**src/rtl/fmuls_pkg.sv**
```systemverilog
// Shared ALU multiply constants and the explicit ripple adder used by the
// multiply units.
package fmuls_pkg;
  localparam int OPERAND_W = 8;
  localparam int RESULT_W  = 16;
  localparam int FLAG_C    = 0;
  localparam int FLAG_Z    = 1;
  localparam int FLAG_W    = 2;

  function automatic logic [RESULT_W-1:0] rca(input logic [RESULT_W-1:0] a,
                                              input logic [RESULT_W-1:0] b);
    logic [RESULT_W-1:0] s;
    logic                c;
    c = 1'b0;
    for (int i = 0; i < RESULT_W; i++) begin
      s[i] = a[i] ^ b[i] ^ c;
      c    = (a[i] & b[i]) | (c & (a[i] ^ b[i]));
    end
    return s;
  endfunction
endpackage

```
**src/rtl/baugh_wooley_mul8.sv**
```systemverilog
// Combinational 8x8 signed multiplier built from Baugh-Wooley partial products.
module baugh_wooley_mul8
  import fmuls_pkg::*;
(
  input  logic [OPERAND_W-1:0] i_a,
  input  logic [OPERAND_W-1:0] i_b,
  output logic [RESULT_W-1:0]  o_p
);
  logic [OPERAND_W:0][RESULT_W-1:0] w_row;
  logic [RESULT_W-1:0]              w_acc;

  always_comb begin
    w_row = '0;
    for (int j = 0; j < OPERAND_W; j++) begin
      for (int i = 0; i < OPERAND_W; i++) begin
        // Terms mixing exactly one sign bit carry negative weight: invert them.
        if ((i == OPERAND_W-1) != (j == OPERAND_W-1))
          w_row[j][i+j] = ~(i_a[i] & i_b[j]);
        else
          w_row[j][i+j] = i_a[i] & i_b[j];
      end
    end
    // Correction constant 2^8 + 2^15 for the inverted terms (mod 2^16).
    w_row[OPERAND_W][OPERAND_W]   = 1'b1;
    w_row[OPERAND_W][RESULT_W-1]  = 1'b1;
    w_acc = '0;
    for (int k = 0; k <= OPERAND_W; k++) w_acc = rca(w_acc, w_row[k]);
    o_p = w_acc;
  end
endmodule

```
**src/rtl/fmuls.sv**
```systemverilog
// Registered signed fractional multiply (AVR FMULS): 1.7 x 1.7 -> 1.15 with C/Z.
module fmuls
  import fmuls_pkg::*;
(
  input  logic                 i_clk,
  input  logic                 i_rst,
  input  logic                 i_valid,
  input  logic [OPERAND_W-1:0] i_rd,
  input  logic [OPERAND_W-1:0] i_rr,
  output logic [OPERAND_W-1:0] o_r1,
  output logic [OPERAND_W-1:0] o_r0,
  output logic                 o_c,
  output logic                 o_z,
  output logic                 o_valid
);
  logic [RESULT_W-1:0] w_p;
  logic [RESULT_W-1:0] w_res;
  logic [FLAG_W-1:0]   w_flags;
  logic [RESULT_W-1:0] r_res;
  logic [FLAG_W-1:0]   r_flags;
  logic                r_valid;

  baugh_wooley_mul8 u_mul (
    .i_a (i_rd),
    .i_b (i_rr),
    .o_p (w_p)
  );

  // -1.0 x -1.0 wraps to -1.0 in 1.15; no saturation.
  assign w_res = {w_p[RESULT_W-2:0], 1'b0};

  always_comb begin
    w_flags         = '0;
    w_flags[FLAG_C] = w_p[RESULT_W-1];
    w_flags[FLAG_Z] = (w_res == '0);
  end

  always_ff @(posedge i_clk) begin
    if (i_rst) begin
      r_res   <= '0;
      r_flags <= '0;
      r_valid <= 1'b0;
    end else begin
      r_valid <= i_valid;
      if (i_valid) begin
        r_res   <= w_res;
        r_flags <= w_flags;
      end
    end
  end

  assign o_r1    = r_res[RESULT_W-1:OPERAND_W];
  assign o_r0    = r_res[OPERAND_W-1:0];
  assign o_c     = r_flags[FLAG_C];
  assign o_z     = r_flags[FLAG_Z];
  assign o_valid = r_valid;
endmodule

```
**config.mk**
```make
export PLATFORM = sky130hd
export DESIGN_NAME = fmuls
export DESIGN_NICKNAME = d
export VERILOG_FILES = /design/src/rtl/fmuls_pkg.sv /design/src/rtl/baugh_wooley_mul8.sv /design/src/rtl/fmuls.sv
export SDC_FILE = /design/constraint.sdc
export NUM_CORES = 1
export LEC_CHECK = 0
export ABC_AREA = 1
export CORE_MARGIN = 3
export CORE_UTILIZATION = 50
export DETAILED_ROUTE_END_ITERATION = 8
export MAX_ROUTING_LAYER = met4
export PLACE_DENSITY = 0.78
export RECOVER_POWER = 100
export SYNTH_ARGS = -nofsm -noshare
export SYNTH_HDL_FRONTEND = slang
export SYNTH_SLANG_ARGS = --single-unit
```
**constraint.sdc**
```tcl
create_clock -name i_clk -period 10.6 [get_ports i_clk]
set_input_delay 2.12 -clock i_clk [delete_from_list [all_inputs] [get_ports i_clk]]
set_output_delay 2.12 -clock i_clk [all_outputs]
set_load 0.005 [all_outputs]
```
# == Word level (Yosys, flattened, before mapping) ==
# Cells that the tools add are included.
# totals
out_inout_bits,19
wordCells,353
ff_bits,18
# classes
bitwise_logic,349
reduce_logical,1
# ops
cell,count
$and A1 B1 Y1,174
$xor A1 B1 Y1,111
$or A1 B1 Y1,48
$logic_not A16 Y1,1
$not A1 Y1,16

# == Longest topological paths before layout ==
# Gate-level depths: netlist of run 1.
# logic_depth
depth_word,42
depth_mapped,43

# == Hierarchy ==
# Synthesis of run 1 repeated with hierarchy kept, for this count alone.
# hier_totals
hier_cells,322
area_unflattened_um2,2566.2
# by_module_without_submodules
module,instances,area_each_um2,cells_per_inst,seq_area_each_um2
baugh_wooley_mul8,1,1894.3,232,0.0
fmuls,1,671.9,90,360.3

# == Worst setup path before layout of run 1 ==
# Ideal clock, no wire load.
# synth_timing
path_type,input port to flip-flop
start,input i_rd[1]
end,register r_flags[1]
arrival_time_ns,11.409
path_stages,35
path_slack_ns,-0.875
path_cell_list,clkbuf_1 -> nand2_1 -> inv_1 -> ha_1 -> inv_1 -> fa_1 -> inv_1 -> fa_1 -> inv_1 -> fa_1 -> inv_1 -> fa_1 -> fa_1 -> fa_1 -> fa_1 -> fa_1 -> fa_1 -> fa_1 -> fa_1 -> fa_1 -> fa_1 -> fa_1 -> fa_1 -> fa_1 -> fa_1 -> inv_1 -> fa_1 -> fa_1 -> inv_1 -> ha_1 -> nor2_1 -> nand2_1 -> nor2_1 -> nand2_1 -> a21oi_2
# synth_via
elab_chain_len,41
# synth_rtl
element,line_no,rtl
start: declaration,fmuls.sv:8,"input logic [OPERAND_W-1:0] i_rd,"
$and A1 B1 Y1,baugh_wooley_mul8.sv:20,w_row[j][i+j] = i_a[i] & i_b[j];
$and A1 B1 Y1 or $xor A1 B1 Y1 (tied branches),"fmuls_pkg.sv:17, fmuls_pkg.sv:16",
$and A1 B1 Y1,fmuls_pkg.sv:17,c = (a[i] & b[i]) | (c & (a[i] ^ b[i]));
$or A1 B1 Y1,fmuls_pkg.sv:17,
$and A1 B1 Y1 or $xor A1 B1 Y1 (tied branches),"fmuls_pkg.sv:17, fmuls_pkg.sv:16",
$or A1 B1 Y1 or $xor A1 B1 Y1 (tied branches),"fmuls_pkg.sv:17, fmuls_pkg.sv:16",
$and A1 B1 Y1 or $xor A1 B1 Y1 (tied branches),"fmuls_pkg.sv:17, fmuls_pkg.sv:16",
$or A1 B1 Y1 or $xor A1 B1 Y1 (tied branches),"fmuls_pkg.sv:17, fmuls_pkg.sv:16",
[... 26 more ...],n/a,
$and A1 B1 Y1 or $xor A1 B1 Y1 (tied branches),"fmuls_pkg.sv:17, fmuls_pkg.sv:16",
$or A1 B1 Y1 or $xor A1 B1 Y1 (tied branches),"fmuls_pkg.sv:17, fmuls_pkg.sv:16",
$and A1 B1 Y1,fmuls_pkg.sv:17,
$or A1 B1 Y1,fmuls_pkg.sv:17,
$xor A1 B1 Y1,fmuls_pkg.sv:16,s[i] = a[i] ^ b[i] ^ c;
$xor A1 B1 Y1 *,fmuls_pkg.sv:16,
named net u_mul.o_p[14],baugh_wooley_mul8.sv:7,output logic [RESULT_W-1:0] o_p
$logic_not A16 Y1 *,fmuls.sv:35,w_flags[FLAG_Z] = (w_res == '0);
end signal: assignment,fmuls.sv:47,r_flags <= w_flags;
end: declaration,fmuls.sv:20,logic [FLAG_W-1:0] r_flags;
# Mark *: on every way through the listed nets, which the timed path passes. The rest lies on a longest branch.
# A chain may end at the register's enable or synchronous reset.

# == Final worst setup path of run 1 ==
# layout_timing
start,input i_rr[1]
end,register r_flags[1]
# layout_via
elab_chain_len,41
# layout_rtl
element,line_no,rtl
start: declaration,fmuls.sv:9,"input logic [OPERAND_W-1:0] i_rr,"
$and A1 B1 Y1,baugh_wooley_mul8.sv:20,
$and A1 B1 Y1 or $xor A1 B1 Y1 (tied branches),"fmuls_pkg.sv:17, fmuls_pkg.sv:16",
$and A1 B1 Y1,fmuls_pkg.sv:17,
$or A1 B1 Y1,fmuls_pkg.sv:17,
$and A1 B1 Y1 or $xor A1 B1 Y1 (tied branches),"fmuls_pkg.sv:17, fmuls_pkg.sv:16",
$or A1 B1 Y1 or $xor A1 B1 Y1 (tied branches),"fmuls_pkg.sv:17, fmuls_pkg.sv:16",
$and A1 B1 Y1 or $xor A1 B1 Y1 (tied branches),"fmuls_pkg.sv:17, fmuls_pkg.sv:16",
$or A1 B1 Y1 or $xor A1 B1 Y1 (tied branches),"fmuls_pkg.sv:17, fmuls_pkg.sv:16",
[... 26 more ...],n/a,
$and A1 B1 Y1 or $xor A1 B1 Y1 (tied branches),"fmuls_pkg.sv:17, fmuls_pkg.sv:16",
$or A1 B1 Y1 or $xor A1 B1 Y1 (tied branches),"fmuls_pkg.sv:17, fmuls_pkg.sv:16",
$and A1 B1 Y1,fmuls_pkg.sv:17,
$or A1 B1 Y1,fmuls_pkg.sv:17,
$xor A1 B1 Y1,fmuls_pkg.sv:16,
$xor A1 B1 Y1 *,fmuls_pkg.sv:16,
named net u_mul.o_p[14],baugh_wooley_mul8.sv:7,
$logic_not A16 Y1 *,fmuls.sv:35,
# Marked as above.

==> results.cfg, run 1 <==
[placed_design]
dpl_cell_area_sq_um = 2960
dpl.hpwl_microns = 4150
port_buffers = 36
dp.cells = 390
gp_congestion = 0.799

[logic_synthesis]
syn_area_per_cell_sq_um = 7.88
synth_top_area_share_pct = 39.7
ys_async_sr_fraction_pct = 0
synth_seq_cells = 18
synth_enable_flop_cells = 0
synth_flop_cell = dfxtp_1
yosys-top-cells-count = inv_1 (78), nand2_1 (68), fa_1 (48), nor2_1 (34), dfxtp_1 (18)
synth_area_leaders = fa_1 (40%), dfxtp_1 (15%), inv_1 (12%)
synthesis.area_sq_um = 2420
syn_inst = 307
synthesis.nets = 389
ys_warn_count = 0
ys_seq_area_share_pct = 14.9
synth_largest_area_cell = fa_1
yosysMostFrequentCell = inv_1
yosysUniqueCellTypes = 17

[setup_path]
cp_common_cell = fa_2
arrival_ns = 11.23
endpoint = r_flags[1]
slowest_delay_ns = 0.55
slowest_stage = fa_1
r2r_cells = 2
startpoint = i_rr[1]
worstSetupStartpointType = input pin
r2r_end = r_res[15]
required_ns = 10.78
worstPathMaxFanout = 4
rrSetupSlack_ns = 9.92
crit_type = input pin to flop
timing.rr.start = r_res[15]
endpoint_kind = flop

[timing]
rsz0062_at_grt = yes
period_needed_ns = 11.04
hold_violations = 0
relSlewSlack_pct = 59.4
skew_ns = 0
slew_viol_final = 0
tightest_slew_ns = 0.607
clock.fmax_mhz = 90.5
fin_ws_ns = -0.444
period_share_pct = 104
setup_violations = 3

[cells_and_area]
insertedDiodeCount = 0
layout-drive-gt1-share_pct = 29.3
layoutNonFillerInstCount = 397
final_nets = 428
final_cell_area_sq_um = 3130
syn_to_final_growth_pct = 29.6

[clock_network]
worstSkewPairLatency_ns = 0.25
cts_tree = yes
ctsHoldBuffers = 0
clk_path_buf_depth = 2
cts-root-buf = clkbuf_8
cts.sinks = 18
clk_pin_slew_worst_paths_ns = 0.06
cts_buffers = 3
htree_num_levels = 1

[floorplan]
row_count = 24
start_util_pct = 53.7
ioPinCount = 38
die_height_microns = 75.6
die_w_microns = 75.6
coreArea_sq_um = 4500
dieArea_sq_um = 5710

[global_route]
grt_usage_pct = 19.5
first_global_vias = 2017
grt-ovfl-total = 0
grt_pass1_wl_microns = 8370
antenna_found_initial = 0
grt_max_degree = 22

[route]
drc = 0
post_drt_wl_per_cell_microns = 11.8
routed_wl_microns = 4700
firstDrtPassIters = 4
final_antenna_net_count = 0
drt_iter0_markers = 71
viasPerCell = 4.75
dr_total_vias = 1886

[run_status]
violations = setup timing
status = finished with violations

[job]
drv_cap = 0

[min_path]
hold_path.class = flop to flop
## sequential cells by signal, summed over array words and instances, names as in the netlist
| signal | cells |
|---|---|
| r_res | 15 |
| r_flags | 2 |
| o_valid | 1 |
## per-stage QoR
| stage | worst slack, ns | setup TNS (ns) | util (%) | hold slack (ns) |
|---|---|---|---|---|
| CTS | -0.502 | -1.24 | 68.3 | 0.504 |
| floorplan | -0.430 | -1.04 | - | 0.466 |
| detailed placement | -1.21 | -4.91 | 65.6 | 0.485 |
| global route | -0.671 | -1.79 | 69.6 | 0.515 |
| finish | -0.444 | -0.950 | 69.6 | 0.495 |
| global placement | -0.982 | -3.91 | 65.6 | 0.475 |
## routing by layer
metal / up-vias / share of wire (%) / global-route usage (%)
met5: - / 0 / -
li1: 932 / - / -
met1: 911 / 41 / 23.0
met2: 35 / 55 / 36.2
met3: 8 / 2.4 / 1.32
met4: 0 / 1.6 / 4.47
## area by class of cell
class | count | area, sq um
clock buffers | 4 | 55.1
fillers | 363 | 1370
inverters | 78 | 295
multi-input cells | 190 | 1840
flip-flops and latches | 18 | 360
well taps | 52 | 65.1
repair buffers | 55 | 518
## kinds of logic after synthesis
family                     synth area share [%]
buffers and inverters                      16.0
xor gates and xnor gates                  0.362
AOI/OAI and AO/OA                          4.29
DFF                                        14.9
other                                     0.155
adders and majority gates                  47.5
and+or+nand+nor                            16.8
## worst max-delay path, delay by kind of cell
family / cells / cell delay (ns)
buf+inv: 8 / 0.43
fa+ha+maj: 21 / 8.12
compound gates: 1 / 0.14
simple gates: 5 / 0.41
## what timing repair did
action                     in CTS  in global routing
setup buffers                   1                  2
resized for setup              40                 14
pin swaps                      44                  8
setup endpoints to repair       5                  4
## worst min path at each step
stage	end	slack, ns	startpoint	depth (start not counted)
2_1_floorplan	r_flags[1]	0.47	r_flags[1]	2
3_3_place_gp	r_flags[1]	0.48	r_flags[1]	2
3_5_place_dp	r_res[13]	0.48	r_res[13]	2
4_1_cts	r_res[13]	0.50	r_res[13]	2
5_1_grt	r_flags[1]	0.51	r_flags[1]	2
6_report	r_res[7]	0.49	r_res[7]	2
## cell usage in the layout (no fill, tap or decap)
master and n:
nand2_4 1, nand2_2 4, clkbuf_2 1, xor2_2 1, a21oi_2 1, o21ai_1 1, dlygate4sd3_1 19, fa_2 36
clkbuf_8 4, clkdlybuf4s50_1 12, nor2_1 30, nand2_1 64, dfxtp_1 18, inv_4 1, a21oi_1 3, o21ai_0 15
ha_1 12, buf_4 16, fa_1 12, nor2_4 2, conb_1 1, ha_4 3, inv_1 57, inv_2 20
buf_6 6, nand3_2 1, nor2_2 3, buf_8 1
Power of run 1 is left out: the tool's default activity adds up to more than one toggle a clock period on the data nets, which glitch-free logic cannot reach.
==> inputs of run 2 (changes only) <==
Settings changed: ABC_AREA 1 to not set, CORE_UTILIZATION 50 to 49, PLACE_DENSITY 0.78 to 0.77.
==> results.cfg, run 2 <==
[logic_synthesis]
ys_seq_area_share_pct = 15.6
syn_inst = 234
synth_seq_cells = 18
ys_async_sr_fraction_pct = 0
ys_warn_count = 0
yosysUniqueCellTypes = 23
synth_area_leaders = fa_1 (42%), dfxtp_1 (16%), and2_1 (9.5%)
synthesis.nets = 316
synthesis.area_sq_um = 2310
synth_enable_flop_cells = 0
syn_area_per_cell_sq_um = 9.87
synth_largest_area_cell = fa_1
synth_flop_cell = dfxtp_1
yosysMostFrequentCell = fa_1
yosys-top-cells-count = fa_1 (48), inv_1 (38), and2_1 (35), nand2_1 (30), dfxtp_1 (18)
synth_top_area_share_pct = 41.6

[clock_network]
worstSkewPairLatency_ns = 0.25
cts_tree = yes
cts.sinks = 18
cts_buffers = 3
clk_path_buf_depth = 2
cts-root-buf = clkbuf_8
htree_num_levels = 1
clk_pin_slew_worst_paths_ns = 0.07

[timing]
slew_viol_final = 0
tightest_slew_ns = 1.05
skew_ns = 0
relSlewSlack_pct = 29.5
period_share_pct = 104
hold_violations = 0
setup_violations = 4
fin_ws_ns = -0.442
rsz0062_at_grt = yes
whs_ns = 0.469
clock.fmax_mhz = 90.6
period_needed_ns = 11.04

[setup_path]
cp_common_cell = fa_2
required_ns = 10.78
endpoint_kind = flop
critPathBufInv = 5
crit_type = input pin to flop
worstPathMaxFanout = 2
slowest_delay_ns = 0.56
slowest_stage = fa_2
worstSetupStartpointType = input pin
arrival_ns = 11.22
crit_family = adder cells

[floorplan]
die_height_microns = 74.6
row_count = 24
start_util_pct = 51.9
die_w_microns = 74.6
ioPinCount = 38
coreArea_sq_um = 4440
dieArea_sq_um = 5570

[cells_and_area]
final_cell_area_sq_um = 3040
final_util_pct = 68.5
mostFrequentLayoutCells = fa_2 (37), and2_1 (33), nand2_1 (29)
final_nets = 364
final_common_cell = fa_2
layoutNonFillerInstCount = 333
largest_reg_flops = 15
regMostFlops = r_res
syn_to_final_growth_pct = 31.9
layout-drive-gt1-share_pct = 33.1
insertedDiodeCount = 0

[route]
dr_total_vias = 1626
final_antenna_net_count = 0
drc = 0
viasPerCell = 4.88
routed_wl_microns = 4360
firstDrtPassIters = 2
post_drt_wl_per_cell_microns = 13.1
drt_iter0_markers = 32

[placed_design]
dpl_cell_area_sq_um = 2900
dp.cells = 327
dpl.hpwl_microns = 3780
port_buffers = 36
gp_congestion = 0.774

[job]
drv_cap = 0

[run_status]
status = finished with violations
violations = setup timing

[global_route]
antenna_found_initial = 0
grt_usage_pct = 18.4
first_global_vias = 1699
grt-ovfl-total = 0
grt_max_degree = 20
grt_pass1_wl_microns = 7650

[min_path]
hold_path.class = flop to flop
-- run 2: path summary, 6_finish.rpt --
kind / from / endpoint / slack (ns) / cells after the start
setup / recovery: i_rr[1] / r_flags[1] / -0.44 / 30
hold / removal: r_flags[1] / r_flags[1] / 0.47 / 2
setup reg to reg: r_flags[0] / r_flags[0] / 9.91 / 2
hold reg to reg: r_flags[1] / r_flags[1] / 0.47 / 2
-- run 2: area by class of cell --
cell class                      instances  area (sq um)
Timing Repair Buffer                   51           482
Inverter                               39           149
Sequential cell                        18           360
Clock buffer                            4          55.1
Fill cell                             345          1400
Multi-Input combinational cell        169          1930
Tap cell                               52          65.1
-- run 2: cells by family after synthesis --
kind of cell,count (synthesis),synth area share (%)
compound gates,5,1.63
xor+xnor,1,0.379
fa+ha+maj,63,49.8
buf+inv,47,8.45
flops,18,15.6
mux,13,5.64
other cells,1,0.162
simple gates,86,18.4
-- run 2: what timing repair did --
item	4_1_cts	5_1_grt
buffers inserted	1	1
setup endpoints to repair	5	5
endpoints found under the hold margin	0	0
pin swaps	41	28
hold buffers	0	0
resized for setup	36	4
-- run 2: metal layers --
metal | vias to the layer above | share of wire [%] | track usage, %
li1 | 795 | - | -
met1 | 809 | 42 | 22.7
met2 | 20 | 55 | 32.5
met3 | 2 | 2.4 | 2.67
met4 | 0 | 0.62 | 3.75
met5 | - | 0 | -
-- run 2: worst min-delay path: cells and delay by family, from the launching register on --
kind            cells  cell delay (ns)
flops               1             0.31
simple gates        1             0.06
compound gates      1             0.05
-- run 2: stage by stage --
| stage | TNS [ns] | setup slack (ns) |
|---|---|---|
| global route | -2.19 | -0.752 |
| floorplan | -1.14 | -0.457 |
| detailed placement | -4.91 | -1.18 |
| CTS | -1.05 | -0.499 |
| finish | -1.07 | -0.442 |
| global placement | -4.44 | -1.11 |
Power of run 2 is left out for the same reason.
